--- config.mk ---
export PLATFORM = sky130hd
export DESIGN_NAME = anti_theft_ctrl_nch
export DESIGN_NICKNAME = d
export VERILOG_FILES = /design/src/rtl/anti_theft_ctrl_nch.sv
export SDC_FILE = /design/constraint.sdc
export NUM_CORES = 1
export LEC_CHECK = 0
export CELL_PAD_IN_SITES_DETAIL_PLACEMENT = 1
export CELL_PAD_IN_SITES_GLOBAL_PLACEMENT = 2
export CORE_ASPECT_RATIO = 0.9
export CORE_MARGIN = 4
export CORE_UTILIZATION = 35
export CTS_BUF_LIST = sky130_fd_sc_hd__clkbuf_16
export DETAILED_ROUTE_END_ITERATION = 12
export GPL_TIMING_DRIVEN = 0
export PLACE_DENSITY = 0.8
export SETUP_SLACK_MARGIN = 0.3
export SLEW_MARGIN = 20
export SYNTH_ARGS = -nofsm -noshare
export SYNTH_HDL_FRONTEND = slang
export SYNTH_SLANG_ARGS = --single-unit
--- constraint.sdc ---
create_clock -name clk -period 2.23 [get_ports clk]
set_input_delay 0.446 -clock clk [delete_from_list [all_inputs] [get_ports clk]]
set_output_delay 0.446 -clock clk [all_outputs]
set_load 0.05 [all_outputs]
--- src/rtl/anti_theft_ctrl_nch.sv ---
// N-door vehicle anti-theft controller with integrated interval timer, per-door
// trigger delay, consecutive-alarm counting and latched lockout siren.
// Optional build macro PANIC_INPUT_EN adds a panic input that forces ALARM.
module anti_theft_ctrl_nch #(
  parameter int                 N_DOORS     = 4,
  parameter logic [N_DOORS-1:0] DRIVER_MASK = 4'b0001,
  parameter int                 TW          = 32,
  parameter int                 T_ARM       = 8,
  parameter int                 T_DRIVER    = 4,
  parameter int                 T_PASS      = 6,
  parameter int                 T_ALARM     = 10,
  parameter int                 BLINK_HALF  = 25000000,
  parameter int                 MAX_ALARMS  = 2,
  localparam int                FD_W        = (N_DOORS > 1) ? $clog2(N_DOORS) : 1,
  localparam int                CNT_W       = $clog2(MAX_ALARMS + 1)
) (
  input  logic               clk,
  input  logic               reset,
  input  logic               ignition,
`ifdef PANIC_INPUT_EN
  input  logic               panic,
`endif
  input  logic [N_DOORS-1:0] doors,
  output logic               led,
  output logic               siren,
  output logic [2:0]         state_o,
  output logic [FD_W-1:0]    first_door,
  output logic [CNT_W-1:0]   alarm_cnt
);

  typedef enum logic [2:0] {
    ARMED      = 3'd0,
    TRIG       = 3'd1,
    ALARM      = 3'd2,
    DISARMED   = 3'd3,
    WAIT_CLOSE = 3'd4,
    ARM_DELAY  = 3'd5,
    LOCKOUT    = 3'd6
  } state_t;

  localparam logic [TW-1:0]    LD_ARM    = TW'(T_ARM - 1);
  localparam logic [TW-1:0]    LD_DRIVER = TW'(T_DRIVER - 1);
  localparam logic [TW-1:0]    LD_PASS   = TW'(T_PASS - 1);
  localparam logic [TW-1:0]    LD_ALARM  = TW'(T_ALARM - 1);
  localparam logic [TW-1:0]    BLINK_TOP = TW'(BLINK_HALF - 1);
  localparam logic [CNT_W-1:0] CNT_MAX   = CNT_W'(MAX_ALARMS);

  state_t            state, state_nxt;
  logic [TW-1:0]     timer, timer_nxt;
  logic [TW-1:0]     blink_cnt, blink_cnt_nxt;
  logic              phase, phase_nxt;
  logic [FD_W-1:0]   first_door_nxt;
  logic [CNT_W-1:0]  alarm_cnt_nxt;
  logic              led_nxt, siren_nxt;
  logic [FD_W-1:0]   low_idx;
  logic              any_door;
  logic              expired;

  assign any_door = |doors;
  assign expired  = (timer == '0);
  assign state_o  = state;

  // Lowest-index open door: scanning downward lets the smallest index win.
  always_comb begin
    low_idx = '0;
    for (int i = N_DOORS - 1; i >= 0; i--) begin
      if (doors[i]) low_idx = FD_W'(i);
    end
  end

  always_comb begin
    // NOTE: every variable gets a default before the case so no path can infer a latch.
    state_nxt      = state;
    timer_nxt      = expired ? timer : timer - TW'(1);
    blink_cnt_nxt  = '0;
    phase_nxt      = 1'b0;
    first_door_nxt = first_door;
    alarm_cnt_nxt  = alarm_cnt;

    unique case (state)
      ARMED: begin
        if (ignition) begin
          state_nxt = DISARMED;
        end else if (any_door) begin
          state_nxt      = TRIG;
          first_door_nxt = low_idx;
          timer_nxt      = DRIVER_MASK[low_idx] ? LD_DRIVER : LD_PASS;
        end else if (blink_cnt == BLINK_TOP) begin
          phase_nxt = ~phase;
        end else begin
          blink_cnt_nxt = blink_cnt + TW'(1);
          phase_nxt     = phase;
        end
      end
      TRIG: begin
        if (ignition) begin
          state_nxt = DISARMED;
        end else if (!any_door) begin
          state_nxt = ARMED;
        end else if (expired) begin
          state_nxt     = ALARM;
          timer_nxt     = LD_ALARM;
          alarm_cnt_nxt = (alarm_cnt == CNT_MAX) ? alarm_cnt : alarm_cnt + CNT_W'(1);
        end
      end
      ALARM: begin
        if (ignition) begin
          state_nxt = DISARMED;
        end else if (expired) begin
          state_nxt = (alarm_cnt == CNT_MAX) ? LOCKOUT : ARMED;
        end
      end
      LOCKOUT: begin
        if (ignition) state_nxt = DISARMED;
      end
      DISARMED: begin
        if (!ignition) begin
          if (any_door) begin
            state_nxt = WAIT_CLOSE;
          end else begin
            state_nxt = ARM_DELAY;
            timer_nxt = LD_ARM;
          end
        end
      end
      WAIT_CLOSE: begin
        if (ignition) begin
          state_nxt = DISARMED;
        end else if (!any_door) begin
          state_nxt = ARM_DELAY;
          timer_nxt = LD_ARM;
        end
      end
      ARM_DELAY: begin
        if (ignition) begin
          state_nxt = DISARMED;
        end else if (any_door) begin
          state_nxt = WAIT_CLOSE;
        end else if (expired) begin
          state_nxt = ARMED;
        end
      end
      default: begin
        state_nxt = ARMED;
      end
    endcase

`ifdef PANIC_INPUT_EN
    // Panic outranks doors and expiry but never ignition; the count is left alone.
    if (panic && !ignition && state != DISARMED && state != LOCKOUT) begin
      state_nxt      = ALARM;
      timer_nxt      = LD_ALARM;
      alarm_cnt_nxt  = alarm_cnt;
      first_door_nxt = first_door;
      blink_cnt_nxt  = '0;
      phase_nxt      = 1'b0;
    end
`endif

    if (state_nxt == DISARMED) alarm_cnt_nxt = '0;
  end

  // Outputs are decoded from the next state so they switch with the state register.
  always_comb begin
    led_nxt   = 1'b0;
    siren_nxt = 1'b0;
    unique case (state_nxt)
      ARMED:                 led_nxt = phase_nxt;
      TRIG, ARM_DELAY:       led_nxt = 1'b1;
      ALARM, LOCKOUT: begin
        led_nxt   = 1'b1;
        siren_nxt = 1'b1;
      end
      default: begin
        led_nxt   = 1'b0;
        siren_nxt = 1'b0;
      end
    endcase
  end

  always_ff @(posedge clk or posedge reset) begin
    if (reset) begin
      state      <= ARMED;
      timer      <= '0;
      blink_cnt  <= '0;
      phase      <= 1'b0;
      first_door <= '0;
      alarm_cnt  <= '0;
      led        <= 1'b0;
      siren      <= 1'b0;
    end else begin
      // NOTE: non-blocking assignments so every register samples pre-edge values.
      state      <= state_nxt;
      timer      <= timer_nxt;
      blink_cnt  <= blink_cnt_nxt;
      phase      <= phase_nxt;
      first_door <= first_door_nxt;
      alarm_cnt  <= alarm_cnt_nxt;
      led        <= led_nxt;
      siren      <= siren_nxt;
    end
  end

endmodule
After elaboration in Yosys (flattened, before gate mapping). Cells that the tools add are included.

Latch bits: 0. Register bits after elaboration: 74. Memories kept: 0. Word-level logic and storage cells: 90. Output and inout port bits: 9. RAM bits: 0. Input bits: 7. Bits in read-only memories: 0.

Multipliers: 0. Reductions and logical operators: 12. Mux-type cells: 49. Eq/ne operators: 15. Shift operators: 0. Add/subtract/negate cells: 3. Bitwise logic cells: 2. $lt $le $gt $ge: 1. Div/mod/pow operators: 0.

Operator list (number): $mux 32 (12); $pmux 32 s3 (1); $mux 3 (16); $add 32x1->32 const B (1); $eq 32x25->1 const B (1); $logic_not 32->1 (1); $sub 32x1->32 const B (1); $pmux 3 s7 (1); $mux 2 (10); $eq 3x3->1 const B (5); $eq 3x2->1 const B (4); $reduce_or 4->1 (2); $mux 1 (7); $eq 3x1->1 const B (2); $logic_not 3->1 (2); $reduce_bool 2->1 (3); $reduce_and 5->1 (1); $ne 2x1->1 const B (2); $reduce_or 2->1 (2); $lt 2x3->1 const B (1); $reduce_and 3->1 (1); $add 2x1->2 const B (1); $bmux 1 s2 (1); $eq 2x2->1 const B (1); other kinds (2) (3).

Logic depth before layout (Yosys ltp).
Depth after elaboration: 10. Depth in mapped cells: 10. Mapped depth without buffers: 10.

Worst setup path before layout. OpenSTA, ideal clock, no wires.

Kind: flip-flop to flip-flop. Start: register timer[22]. End: register timer[11]. Data arrival time: 2.241 ns. Setup slack: -0.130 ns. Stages on the path, launching flop included: 9. Required time: 2.111 ns. Period minus slack after synthesis: 2.360 ns. Path buffers: 2. Setup time: 0.119 ns. Path through: dfrtp_1 -> or4_1 -> buf_4 -> nor4_4 -> nor4b_2 -> o21ai_1 -> a31oi_4 -> buf_4 -> nor2_1.

Longest elaborated chain between the ends: 6. Elaborated cells on any way between the ends: 10. Classes of those cells: 9 x mux; 1 x reduce/logical.

RTL lines: from (decl) (line 49) `logic [TW-1:0] timer, timer_nxt;`; from (signal assigned) (line 194) `timer <= timer_nxt;`; $logic_not 32->1 (*) (line 60) `assign expired = (timer == '0);`; $mux 32 (line 74) `timer_nxt = expired ? timer : timer - TW'(1);`; $mux 32 (line 100) `end else if (expired) begin`; $mux 32 (line 98) `end else if (!any_door) begin`; $mux 32 (line 96) `if (ignition) begin`; $pmux 32 s3 (*) (line 80) `unique case (state)`; via timer_nxt[11] (line 49).

Mark *: on every way through the listed nets, which the timed path passes. The rest lies on a longest branch. A chain may end at the register's enable or synchronous reset.

Final worst setup path.
Start: register timer[24]. End: register timer[23].

Same word-level chain as after synthesis.

==> flow_summary.json <==
{
  "cts_buffer_depth": 2,
  "end_kind": "flop",
  "timing.rr.end": "timer[23]$_DFF_PP0_",
  "cts-buffers-inserted": 9,
  "grt.overflow.total": 0,
  "finalClockSkew_ns": 0.00752,
  "mostFrequentLayoutCells": "dfrtp_1 (64), nor2_1 (61), buf_4 (51)",
  "power_leakage_nw": 2.41,
  "cp_max_fo": 8,
  "dieHeight_um": 110,
  "final_area_sq_um": 5870,
  "synth_cells": 424,
  "vias_per_cell": 5.24,
  "post-route-min-period_ns": 2.56,
  "antenna_found_initial": 0,
  "path_delay_family": "simple AND/OR/NAND/NOR gates",
  "drt_iter0_markers": 155,
  "routed_wl_mm": 11.9,
  "setup_viol": 38,
  "clockRootBuffer": "clkbuf_16",
  "critPathLaunchType": "flop",
  "r2r_cells": 9,
  "finalSetupTns_ns": -10.62,
  "worstMarginPinSlew_ns": 0.531,
  "nets": 530,
  "slew_headroom": 0.644,
  "fp-row-count": 36,
  "placed_cell_area_sq_um": 4480,
  "postCtsHoldBufs": 0,
  "grt_max_degree": 27,
  "maxSlewViolCount": 0,
  "hold_viol_final": 0,
  "post_drt_wl_per_cell_um": 17.7,
  "synth_edf_count": 0,
  "coreArea_sq_um": 11000,
  "status": "finished, violations left",
  "insertion_delay_ns": 0.34,
  "diodes": 0,
  "vdd_drop_max_v": 0.000643,
  "drt_first_pass_iters": 4,
  "synth-seq-cells": 74,
  "fmax_ghz": 0.391,
  "rsz0062_at_grt": "true",
  "grt_usage": 0.187,
  "reg2reg_from": "timer[24]$_DFF_PP0_",
  "ant_nets": 0,
  "crit_chain": "or4_4, nor4_4, nor4b_4, buf_4, o21ai_4, a31oi_4, buf_12, clkbuf_16, nor2_1",
  "critPathBufInv": 3,
  "cp.required_ns": 2.46,
  "hold_path.class": "in2async",
  "vias": 3537,
  "path_class": "reg2reg",
  "cts_tree": "done",
  "synth_flop_cell": "dfrtp_1",
  "max_stage_delay_ns": 0.59,
  "area_delta_synth_final_pct": 46.6,
  "synth_seq_area_share": 0.462,
  "synthesis.nets": 436,
  "syn_area_sq_um": 4010,
  "whs_ns": 0.472,
  "avgSynthCellArea_sq_um": 9.45,
  "final_layout_size_suffix_gt1_frac": 0.373,
  "die_w_um": 121,
  "ios": 16,
  "ys_async_sr_fraction": 1.00,
  "yosys_warnings": 0,
  "htree_levels": 3,
  "die-area_sq_um": 13200,
  "routabilityCongestion": 0.777,
  "failed_checks": "negative setup slack",
  "slowest_stage": "or4_4",
  "powerDensity_nw_per_um2": 1110,
  "clk_transition_reported_paths_ns": 0.06,
  "fin_util": 0.534,
  "drc": 0,
  "final_common_cell": "dfrtp_1",
  "cts.sinks": 74,
  "r2r_setup_slack_ns": -0.33,
  "port_buffers": 15,
  "drv.max_cap_violation_count": 0,
  "initial_utilization": 0.365,
  "place_hpwl_mm": 6.86,
  "fin_crit_sh": 1.15,
  "critPathArrivalTime_ns": 2.79,
  "layout_setup_ws_ns": -0.327,
  "yosysUniqueCellTypes": 48,
  "grt_pass1_wl_mm": 19.6,
  "grt_pass1_vias": 3890
}
-- state kept, by name, indices dropped and copies added (netlist names) --
name / cells
alarm_cnt: 2
blink_cnt: 32
first_door: 2
led: 1
phase: 1
siren: 1
state_o: 3
timer: 32
-- worst max path at each step --
stage,start,endpoint,slack [ns],cells after the start
after floorplan,timer[22]$_DFF_PP0_,timer[11]$_DFF_PP0_,-0.09,8
after global placement,doors[0],blink_cnt[27]$_DFF_PP0_,-0.73,7
after detailed placement,doors[0],blink_cnt[29]$_DFF_PP0_,-0.69,7
after CTS,timer[6]$_DFF_PP0_,timer[31]$_DFF_PP0_,-0.19,7
after global routing,timer[24]$_DFF_PP0_,timer[12]$_DFF_PP0_,-0.43,9
final,timer[24]$_DFF_PP0_,timer[23]$_DFF_PP0_,-0.33,9
-- where the power goes --
part / leakage [nW] / internal (mW) / total [mW] / switching, mW
clock: 0.148 / 0.966 / 1.55 / 0.584
combinational: 1.28 / 1.31 / 3.02 / 1.71
sequential: 0.983 / 1.63 / 1.96 / 0.332
-- logic make-up after synthesis --
| group | share of synthesized area |
|---|---|
| xor gates and xnor gates | 0.118 |
| DFF | 0.462 |
| and+or+nand+nor | 0.293 |
| adders and majority gates | 0.0156 |
| AOI/OAI and AO/OA | 0.0834 |
| buffers and inverters | 0.0281 |
-- per-stage QoR --
step	power [mW]	std cells	setup slack, ns
after detailed placement	4.08	594	-0.689
after floorplan	3.54	424	-0.0872
final	6.54	675	-0.327
after CTS	6.24	651	-0.186
after global routing	6.95	675	-0.432
after global placement	4.00	591	-0.728
-- area by class of cell --
type | count | area, sq um
inverters | 10 | 41.3
clock buffers | 9 | 225
flip-flops and latches | 74 | 1860
well taps | 152 | 190
plain buffers | 16 | 174
multi-input cells | 324 | 2500
clock inverters | 7 | 83.8
fillers | 1223 | 5120
repair buffers | 83 | 795
-- cells in the mapped netlist (all sizes together), types with 2 or more instances --
cell type / count / area, sq um
a211o: 2 / 17.5
a21oi: 21 / 105
a31oi: 3 / 33.8
and3: 3 / 18.8
and4: 3 / 26.3
buf: 6 / 37.5
clkbuf: 10 / 37.5
dfrtp: 74 / 1850
ha: 5 / 62.6
inv: 10 / 37.5
nand2: 24 / 90.1
nand2b: 4 / 25.0
nand3: 20 / 100
nand4: 9 / 56.3
nand4b: 2 / 17.5
nor2: 82 / 308
nor2b: 5 / 31.3
nor3: 14 / 80.1
nor4: 18 / 200
nor4b: 5 / 50.0
o21ai: 15 / 75.1
o22ai: 2 / 12.5
o31a: 2 / 17.5
or2: 4 / 27.5
or3: 7 / 43.8
or3b: 2 / 17.5
or4: 8 / 67.6
xnor2: 29 / 254
xor2: 25 / 219
-- per-layer routing --
metal | track usage | share of wire | up-vias
met5 | 0 | 0 | -
met2 | 0.322 | 0.51 | 36
li1 | - | - | 1668
met3 | 0.0427 | 0.023 | 14
met1 | 0.237 | 0.45 | 1819
met4 | 0.0558 | 0.015 | 0
-- what timing repair did --
action,in CTS,in global routing
pin swaps,38,32
gates cloned,2,1
hold endpoints to repair,0,0
endpoints found under the setup margin,78,73
gates resized for setup,94,63
buffers inserted,39,23
Note: power is estimated with default switching activity, not from simulation.
